--- config.mk ---
export PLATFORM = sky130hd
export DESIGN_NAME = ahb_user_seq
export DESIGN_NICKNAME = d
export VERILOG_FILES = /design/src/rtl/ahb_user_seq_pkg.sv /design/src/rtl/ahb_user_seq_fifo.sv /design/src/rtl/ahb_user_seq.sv
export SDC_FILE = /design/constraint.sdc
export NUM_CORES = 1
export LEC_CHECK = 0
export CORE_ASPECT_RATIO = 0.9
export CORE_MARGIN = 2
export CORE_UTILIZATION = 61
export CTS_BUF_LIST = sky130_fd_sc_hd__clkbuf_8
export DETAILED_ROUTE_END_ITERATION = 8
export GPL_TIMING_DRIVEN = 0
export PLACE_DENSITY = 0.81
export SYNTH_ARGS = -nofsm -noshare
export SYNTH_HDL_FRONTEND = slang
export SYNTH_SLANG_ARGS = --single-unit
--- constraint.sdc ---
create_clock -name clk -period 5.4 [get_ports clk]
set_input_delay 1.08 -clock clk [delete_from_list [all_inputs] [get_ports clk]]
set_output_delay 1.08 -clock clk [all_outputs]
set_load 0.02 [all_outputs]
--- src/rtl/ahb_user_seq_pkg.sv ---
// Shared types and address helpers for the AHB user-side burst sequencer.
// Burst codes, FSM states, beat-count and next-beat-address functions.
package ahb_user_pkg;

    typedef enum logic [2:0] {
        HB_SINGLE = 3'd0,
        HB_INCR   = 3'd1,
        HB_WRAP4  = 3'd2,
        HB_INCR4  = 3'd3,
        HB_WRAP8  = 3'd4,
        HB_INCR8  = 3'd5,
        HB_WRAP16 = 3'd6,
        HB_INCR16 = 3'd7
    } hburst_e;

    typedef enum logic [1:0] {
        ST_IDLE,
        ST_LOAD,
        ST_ISSUE,
        ST_WAIT_WD
    } seq_state_e;

    // Command entry carries {len[7:0], write, size[2:0], burst[2:0]} above the address.
    localparam int CMD_META_W = 15;

    function automatic logic [1:0] eff_size(input logic [2:0] size);
        return (size > 3'd2) ? 2'd2 : size[1:0];
    endfunction

    function automatic logic [8:0] beats_from_burst(input hburst_e burst, input logic [7:0] len);
        logic [8:0] n;
        case (burst)
            HB_SINGLE:          n = 9'd1;
            HB_INCR:            n = {1'b0, len} + 9'd1;
            HB_WRAP4, HB_INCR4: n = 9'd4;
            HB_WRAP8, HB_INCR8: n = 9'd8;
            default:            n = 9'd16;
        endcase
        return n;
    endfunction

    function automatic logic is_wrap(input hburst_e burst);
        return (burst == HB_WRAP4) || (burst == HB_WRAP8) || (burst == HB_WRAP16);
    endfunction

    // Wrap windows never exceed 64 bytes, so only the low byte can wrap;
    // bit 8 of the result is the carry into the upper address bits.
    function automatic logic [8:0] next_beat_lo(input logic [7:0] lo, input hburst_e burst,
                                                input logic [1:0] size);
        logic [8:0] sum;
        logic [7:0] span;
        logic [7:0] mask;
        sum  = {1'b0, lo} + (9'd1 << size);
        span = 8'(beats_from_burst(burst, 8'd0) << size);
        mask = span - 8'd1;
        if (is_wrap(burst)) begin
            return {1'b0, (lo & ~mask) | (sum[7:0] & mask)};
        end
        return sum;
    endfunction

endpackage

--- src/rtl/ahb_user_seq_fifo.sv ---
// Synchronous FIFO with registered occupancy count; used for commands and write beats.
module sync_fifo #(
    parameter int WIDTH = 8,
    parameter int DEPTH = 4
) (
    input  logic                     clk,
    input  logic                     HRESET,
    input  logic                     push,
    input  logic                     pop,
    input  logic [WIDTH-1:0]         din,
    output logic [WIDTH-1:0]         dout,
    output logic                     full,
    output logic                     empty,
    output logic [$clog2(DEPTH):0]   count
);

    localparam int PW = $clog2(DEPTH);

    logic [WIDTH-1:0] mem [DEPTH];
    logic [PW-1:0]    wr_ptr;
    logic [PW-1:0]    rd_ptr;
    logic             push_ok;
    logic             pop_ok;

    assign full    = (count == (PW+1)'(DEPTH));
    assign empty   = (count == '0);
    assign push_ok = push && !full;
    assign pop_ok  = pop && !empty;
    assign dout    = mem[rd_ptr];

    always_ff @(posedge clk) begin
        if (push_ok) begin
            mem[wr_ptr] <= din;
        end
    end

    always_ff @(posedge clk) begin
        if (HRESET) begin
            wr_ptr <= '0;
            rd_ptr <= '0;
            count  <= '0;
        end else begin
            if (push_ok) begin
                wr_ptr <= wr_ptr + 1'b1;
            end
            if (pop_ok) begin
                rd_ptr <= rd_ptr + 1'b1;
            end
            case ({push_ok, pop_ok})
                2'b10:   count <= count + 1'b1;
                2'b01:   count <= count - 1'b1;
                default: count <= count;
            endcase
        end
    end

endmodule

--- src/rtl/ahb_user_seq.sv ---
// Expands queued whole-burst commands into one user-interface beat per HREAdy cycle,
// pairing write beats with a separate write-data FIFO, and echoes read returns.
module ahb_user_seq
    import ahb_user_pkg::*;
#(
    parameter int addr_width = 32,
    parameter int data_width = 32,
    parameter int CMD_DEPTH  = 4,
    parameter int WD_DEPTH   = 16
) (
    input  logic                  clk,
    input  logic                  HRESET,
    input  logic                  cmd_valid,
    output logic                  cmd_ready,
    input  logic [addr_width-1:0] cmd_addr,
    input  logic [2:0]            cmd_burst,
    input  logic [2:0]            cmd_size,
    input  logic                  cmd_write,
    input  logic [7:0]            cmd_len,
    input  logic                  wd_valid,
    output logic                  wd_ready,
    input  logic [data_width-1:0] wd_data,
    input  logic                  HREAdy,
    input  logic [data_width-1:0] HRUSER,
    input  logic                  read_valid,
    output logic [addr_width-1:0] HAUSER,
    output logic [data_width-1:0] HWUSER,
    output logic [2:0]            HSUSER,
    output logic [3:0]            HBUSER,
    output logic                  HWSUSER,
    output logic                  input_HB_valid,
    output logic                  input_data_valid,
    output logic                  rd_valid,
    output logic [data_width-1:0] rd_data,
    output logic                  busy
);

    localparam int CMD_W = addr_width + CMD_META_W;

    logic [CMD_W-1:0]             cmd_din;
    logic [CMD_W-1:0]             cmd_dout;
    logic                         cmd_full;
    logic                         cmd_empty;
    logic                         cmd_pop;
    logic [$clog2(CMD_DEPTH):0]   cmd_count;
    logic [data_width-1:0]        wd_dout;
    logic                         wd_full;
    logic                         wd_empty;
    logic                         wd_pop;
    logic [$clog2(WD_DEPTH):0]    wd_count;

    seq_state_e                   state;
    seq_state_e                   state_n;
    hburst_e                      b_burst;
    logic [1:0]                   b_size;
    logic                         b_write;
    logic [7:0]                   b_len;
    logic [8:0]                   beats_left;
    logic [addr_width-1:0]        cur_addr;
    logic [addr_width-1:0]        next_addr;
    logic [8:0]                   lo_next;
    logic                         fire;

    assign cmd_ready = !cmd_full && !HRESET;
    assign wd_ready  = !wd_full && !HRESET;
    assign cmd_din   = {cmd_len, cmd_write, cmd_size, cmd_burst, cmd_addr};

    sync_fifo #(.WIDTH(CMD_W), .DEPTH(CMD_DEPTH)) u_cmd_fifo (
        .clk   (clk),
        .HRESET(HRESET),
        .push  (cmd_valid && cmd_ready),
        .pop   (cmd_pop),
        .din   (cmd_din),
        .dout  (cmd_dout),
        .full  (cmd_full),
        .empty (cmd_empty),
        .count (cmd_count)
    );

    sync_fifo #(.WIDTH(data_width), .DEPTH(WD_DEPTH)) u_wd_fifo (
        .clk   (clk),
        .HRESET(HRESET),
        .push  (wd_valid && wd_ready),
        .pop   (wd_pop),
        .din   (wd_data),
        .dout  (wd_dout),
        .full  (wd_full),
        .empty (wd_empty),
        .count (wd_count)
    );

    assign lo_next   = next_beat_lo(cur_addr[7:0], b_burst, b_size);
    assign next_addr = {cur_addr[addr_width-1:8] + {{(addr_width-9){1'b0}}, lo_next[8]},
                        lo_next[7:0]};

    // Retiring the last beat pops the next command straight into LOAD, leaving one bubble.
    always_comb begin
        state_n          = state;
        cmd_pop          = 1'b0;
        wd_pop           = 1'b0;
        fire             = 1'b0;
        input_HB_valid   = 1'b0;
        input_data_valid = 1'b0;
        case (state)
            ST_IDLE: begin
                if (!cmd_empty) begin
                    cmd_pop = 1'b1;
                    state_n = ST_LOAD;
                end
            end
            ST_LOAD: state_n = ST_ISSUE;
            ST_ISSUE: begin
                if (b_write && wd_empty) begin
                    state_n = ST_WAIT_WD;
                end else begin
                    input_HB_valid   = 1'b1;
                    input_data_valid = b_write;
                    fire             = HREAdy;
                    if (HREAdy) begin
                        wd_pop = b_write;
                        if (beats_left == 9'd1) begin
                            if (!cmd_empty) begin
                                cmd_pop = 1'b1;
                                state_n = ST_LOAD;
                            end else begin
                                state_n = ST_IDLE;
                            end
                        end
                    end
                end
            end
            ST_WAIT_WD: begin
                if (!wd_empty) begin
                    state_n = ST_ISSUE;
                end
            end
            default: state_n = ST_IDLE;
        endcase
    end

    assign HAUSER  = input_HB_valid ? cur_addr : '0;
    assign HWUSER  = input_data_valid ? wd_dout : '0;
    assign HSUSER  = input_HB_valid ? {1'b0, b_size} : 3'd0;
    assign HBUSER  = input_HB_valid ? {1'b0, b_burst} : 4'd0;
    assign HWSUSER = input_HB_valid && b_write;
    assign busy    = (state != ST_IDLE) || (cmd_count != '0) || (wd_count != '0);

    always_ff @(posedge clk) begin
        if (HRESET) begin
            state      <= ST_IDLE;
            cur_addr   <= '0;
            b_burst    <= HB_SINGLE;
            b_size     <= '0;
            b_write    <= 1'b0;
            b_len      <= '0;
            beats_left <= '0;
        end else begin
            state <= state_n;
            if (cmd_pop) begin
                cur_addr <= cmd_dout[addr_width-1:0];
                b_burst  <= hburst_e'(cmd_dout[addr_width+2:addr_width]);
                b_size   <= eff_size(cmd_dout[addr_width+5:addr_width+3]);
                b_write  <= cmd_dout[addr_width+6];
                b_len    <= cmd_dout[addr_width+14:addr_width+7];
            end else if (fire) begin
                cur_addr <= next_addr;
            end
            if (state == ST_LOAD) begin
                beats_left <= beats_from_burst(b_burst, b_len);
            end else if (fire) begin
                beats_left <= beats_left - 9'd1;
            end
        end
    end

    // Read return path is a plain pipeline stage, unrelated to the command FSM.
    always_ff @(posedge clk) begin
        if (HRESET) begin
            rd_valid <= 1'b0;
            rd_data  <= '0;
        end else begin
            rd_valid <= read_valid;
            if (read_valid) begin
                rd_data <= HRUSER;
            end
        end
    end

endmodule

* Word-level counts from Yosys, hierarchy flattened
Memories as Yosys holds them, arrays and structs flattened. A register that Yosys moved wholly into a read port is not among the register bits.
Cells that the tools add are included.
** Storage, ports and cells
- Latch bits :: 0
- Output and inout port bits :: 110
- Input port bits :: 117
- Bits in registers :: 110
- Memories kept :: 2
- Word-level logic and storage cells :: 136
- RAM bits :: 700
- Bits in read-only memories :: 0
** Memory list
- u_wd_fifo.mem :: words 16, bits a word 32, rd ports 1, clocked after memory_dff 1, write ports 1, line ahb_user_seq_fifo.sv:19 : logic [WIDTH-1:0] mem [DEPTH];
- u_cmd_fifo.mem :: words 4, bits a word 47, rd ports 1, clocked after memory_dff 1, write ports 1, line ahb_user_seq_fifo.sv:19
** Cells by class
- Multiply operators :: 0
- Bitwise logic cells :: 4
- Equality and inequality tests :: 20
- Multiplexer cells :: 45
- Shift operators :: 2
- Add/subtract/negate cells :: 13
- Div/mod/pow operators :: 0
- $lt $le $gt $ge :: 1
- Reduce and logical (&&, ||, !) cells :: 34
** Operators with widths (count)
- two-way mux 32 bit :: 4
- two-way mux 9 bit :: 4
- one-hot mux 9 bit (4 select lines) :: 1
- adder 24 x 1 -> 24 bit :: 1
- two-way mux 1 bit :: 19
- two-way mux 2 bit :: 9
- bitwise AND 8 bit :: 2
- one-hot mux 5 bit (3 select lines) :: 1
- equality test 3 bit (second input constant) :: 4
- logical AND 1 bit :: 10
- one-hot mux 5 bit (2 select lines) :: 1
- nonzero test 2 bit :: 5
- adder 8 x 1 -> 9 bit (second input constant) :: 1
- adder 8 x 9 -> 9 bit :: 1
- equality test 9 x 1 -> 1 bit (second input constant) :: 1
- << shifter 1 x 2 -> 9 bit (first input constant) :: 1
- << shifter 9 x 2 -> 8 bit :: 1
- subtractor 9 x 1 -> 9 bit (second input constant) :: 1
- adder 4 x 1 -> 4 bit (second input constant) :: 2
- equality test 2 bit (second input constant) :: 4
- two-way mux 4 bit :: 2
- inverter 8 bit :: 1
- bitwise OR 8 bit :: 1
- one-hot mux 2 bit (4 select lines) :: 1
- 25 further kinds :: 41

* Depth between registers and ports, before layout
- Depth after elaboration :: 13
- Depth in mapped cells :: 14
- Depth with buffers taken out :: 13

* Hierarchy
From an unflattened synthesis, not the netlist that was laid out.
** Second synthesis, totals
- Cells, all modules :: 1770
- Area, all modules :: 32763.9 µm²
** Modules (own cells, without submodules)
- sync_fifo at u_wd_fifo :: area each 20379.5 µm², cells an instance 835, instances 1, seq. area each 15715.1 µm²
- sync_fifo at u_cmd_fifo :: area each 7282.0 µm², cells an instance 299, instances 1, seq. area each 5825.6 µm²
- ahb_user_seq :: area each 5102.4 µm², cells an instance 636, instances 1, seq. area each 1801.7 µm²

* Worst setup path after synthesis
Ideal clock, no wire load.
- Path type :: input port to flip-flop
- Start :: input HRESET
- End :: memory u_wd_fifo.mem[3][0] in the netlist's numbering, enable pin
- Path slack :: 852 ps
- Data arrival time :: 4087 ps
- Library setup time :: 461 ps
- Required time :: 4939 ps
- Cell stages on the path :: 4
- Path buffers :: 1
- Cell sequence :: clkbuf_1 -> a211oi_2 -> nand2_1 -> nor3_1
** Between the ends
- Word-level cells in the longest chain between the ends :: 6
** Ends and longest elaborated chain
- start: declaration :: line ahb_user_seq.sv:12 : input logic HRESET,
- logical NOT 1 bit :: line ahb_user_seq.sv:65 : assign wd_ready = !wd_full && !HRESET;
- logical AND 1 bit :: line ahb_user_seq.sv:65
- logical AND 1 bit :: line ahb_user_seq.sv:83 : .push (wd_valid && wd_ready),
- logical AND 1 bit :: line ahb_user_seq_fifo.sv:27 : assign push_ok = push && !full;
- two-way mux 1 bit :: line ahb_user_seq_fifo.sv:32 : if (push_ok) begin
- two-way mux 1 bit (implied by the code) :: line ahb_user_seq_fifo.sv:33 : mem[wr_ptr] <= din;
- end: declaration :: line ahb_user_seq_fifo.sv:19
No other way between the ends.

==> reports/results.ini <==
[run_status]
status = completed

[route]
antenna_left = 0
drc = 0
vias = 18400
drtPass1Iterations = 6
wl_per_cell_um = 26.0
via_per_inst = 6.29
dr.first_iter.drc_count = 1874
routed_wl_um = 76100

[logic_synthesis]
yosys-top-cells-count = edfxtp_1, mux4_2, dfxtp_1
syn_avg_cell_area_um2 = 18.6
yosys_warnings = 0
yosysTopAreaCellShare_pct = 64.9
synthFlopType = edfxtp_1
yosysTopAreaCell = edfxtp_1
async_reset_ff_share_pct = 0
synth_edf_count = 700
synth_cell_types = 70
synthTopCellsByArea = edfxtp_1, mux4_2, dfxtp_1
netlist_area_mm2 = 0.0324
synth_seq_cells = 816
synth_most_common_cell = edfxtp_1
synth_seq_area_share_pct = 72.0
netlist_instances = 1740

[place]
io_buffers = 222
globalplace.congestion = 0.916
hpwlAfterDp_um = 49300
postPlaceCellArea_mm2 = 0.0361

[floorplanning]
dieWidth_um = 247
die_h_um = 223
start_util_pct = 61.4
core.rowCount = 80
pin_count = 227
core_mm2 = 0.0528
dieArea_mm2 = 0.0550

[cells_and_area]
stdcell_area_mm2 = 0.0385
final_core_util_pct = 73.0
area_growth_pct = 18.9
final_nets = 2261
drive_gt1_share_pct = 21.4
n_fill_cell = 2930

[timing]
rsz0062_at_grt = no
worst_clock_skew_ps = 52.9
worst_slew_pin_slew_ps = 1120
slew_viol_final = 0
setup_viol = 0
clock.fmax_mhz = 193
period_minus_slack_ps = 5180
worst_hold_slack_ps = 495
hold_violations = 0
max_slew_margin_pct = 25.2
fin_crit_sh_pct = 96.0

[clock_network]
clk_pin_slew_worst_paths_ps = 60
cts_resized = 0
cts_htree_levels = 3
cts-root-buf = clkbuf_8
clkLatencyLatePin_ps = 750
cts_setup_buffers = 0
cts_tree = yes
hold_buffers = 0
cts.path.max_buffers = 3
cts_buffers = 120
clock_sinks = 816

[job]
cap_violations = 0

[worst_setup_path]
startpoint_type = flop
cp_max_fo = 10
r2r-start = b_size[0]
crit_arrival_ps = 4100
required_ps = 4320
crit_type = reg -> out
worstSetupEndpointType = output pin

[global_route]
grt_max_degree = 34
grt_pass1_vias = 18500
grt_first_pass_wirelength_um = 113000
grt-ovfl-total = 0
antenna_found_initial = 7
grt_use_total_pct = 27.9

[pwr]
vdd_drop_max_mv = 0.223
p_per_area_mw_per_mm2 = 382
leakage_nw = 12.6
fin_total_pwr_w = 0.0147

[hold_path]
holdCritPathClass = reg -> reg
holdCritStartpoint = rd_data[23]

layout make-up:
class	count	area [µm²]	share of cell area, %
Antenna cell	5	12.5	0.0325
Clock buffer	135	1860	4.82
Clock inverter	91	514	1.33
Inverter	24	90.1	0.234
Timing Repair Buffer	254	2750	7.13
Tap cell	697	872	2.26
Multi-Input combinational cell	803	8600	22.3
Buffer	98	489	1.27
Sequential cell	816	23300	60.6
critical path: stages, from the launching register on:
cell and delay, ps:
dfxtp_1 320, clkbuf_1 560, clkbuf_1 800, mux4_2 420, mux4_2 470, and2_1 180, clkdlybuf4s50_1 590
power by group:
part / switching (W) / internal [W] / leakage (nW) / total (W)
Combinational: 0.00141 / 0.00104 / 3.95 / 0.00245
Sequential: 0.000266 / 0.00716 / 7.27 / 0.00742
Clock: 0.00238 / 0.00246 / 1.34 / 0.00484
Total: 0.00405 / 0.0107 / 12.6 / 0.0147
cells by family (layout without fill, tap and decap cells):
family                   count (synthesis)  count (layout)  synth area share (%)
adder cells (fa/ha/maj)                 27              27                  1.11
AND/OR/NAND/NOR                        365             365                  5.79
AO/OA/AOI/OAI                          123             123                  2.64
multiplexers                           242             242                  15.4
flip-flops                             816             816                  72.0
buffers and inverters                  122             602                  1.79
XOR/XNOR                                44              44                  1.19
other                                    1               7                0.0116
flip-flops by register name (all words and copies together), names as in the netlist, named ones only:
name and count:
u_wd_fifo.mem 512, b_write 1, b_burst 3, u_cmd_fifo.wr_ptr 2, b_len 8, b_size 2
u_wd_fifo.rd_ptr 4, u_cmd_fifo.count 3, u_wd_fifo.count 5, u_cmd_fifo.rd_ptr 2, rd_valid 1, state 2
rd_data 32, u_wd_fifo.wr_ptr 4, beats_left 9, cur_addr 24, u_cmd_fifo.mem 188
worst paths after layout:
path / end / slack (ps) / cells after the start
worst max-delay path: HWUSER[17] / 220 / 6
worst min-delay path: rd_data[23] / 490 / 2
worst max register to register: cur_addr[22] / 1750 / 14
worst min register to register: rd_data[23] / 490 / 2
metal layers:
metal  GRT usage (%)  up-vias  wire, µm
li1                -     7743         -
met1            38.7     9349     29500
met2            45.3     1104     38000
met3            5.17      179      6210
met4            9.64        2      2330
met5               0        -        14
cells in the final DEF (no fill, tap or decap), types with 47 or more instances in the layout:
| cell | Yosys | final |
|---|---|---|
| edfxtp_1 | 700 | 700 |
| clkdlybuf4s50_1 | 0 | 222 |
| mux4_2 | 201 | 201 |
| clkbuf_8 | 0 | 135 |
| dfxtp_1 | 116 | 116 |
| nor2_1 | 112 | 100 |
| and2_1 | 67 | 67 |
| nand2_1 | 57 | 57 |
| inv_1 | 24 | 52 |
| clkbuf_1 | 47 | 47 |
through the flow:
stage          setup slack (ps)  setup TNS [ps]  std cells
5_1_grt                     155               0       2922
3_3_place_gp              -2430         -455070       2660
6_report                    217               0       2923
4_1_cts                     206               0       2918
3_5_place_dp                777               0       2692
2_1_floorplan               852               0       1741
No activity file was read; power rests on OpenSTA's default activity.
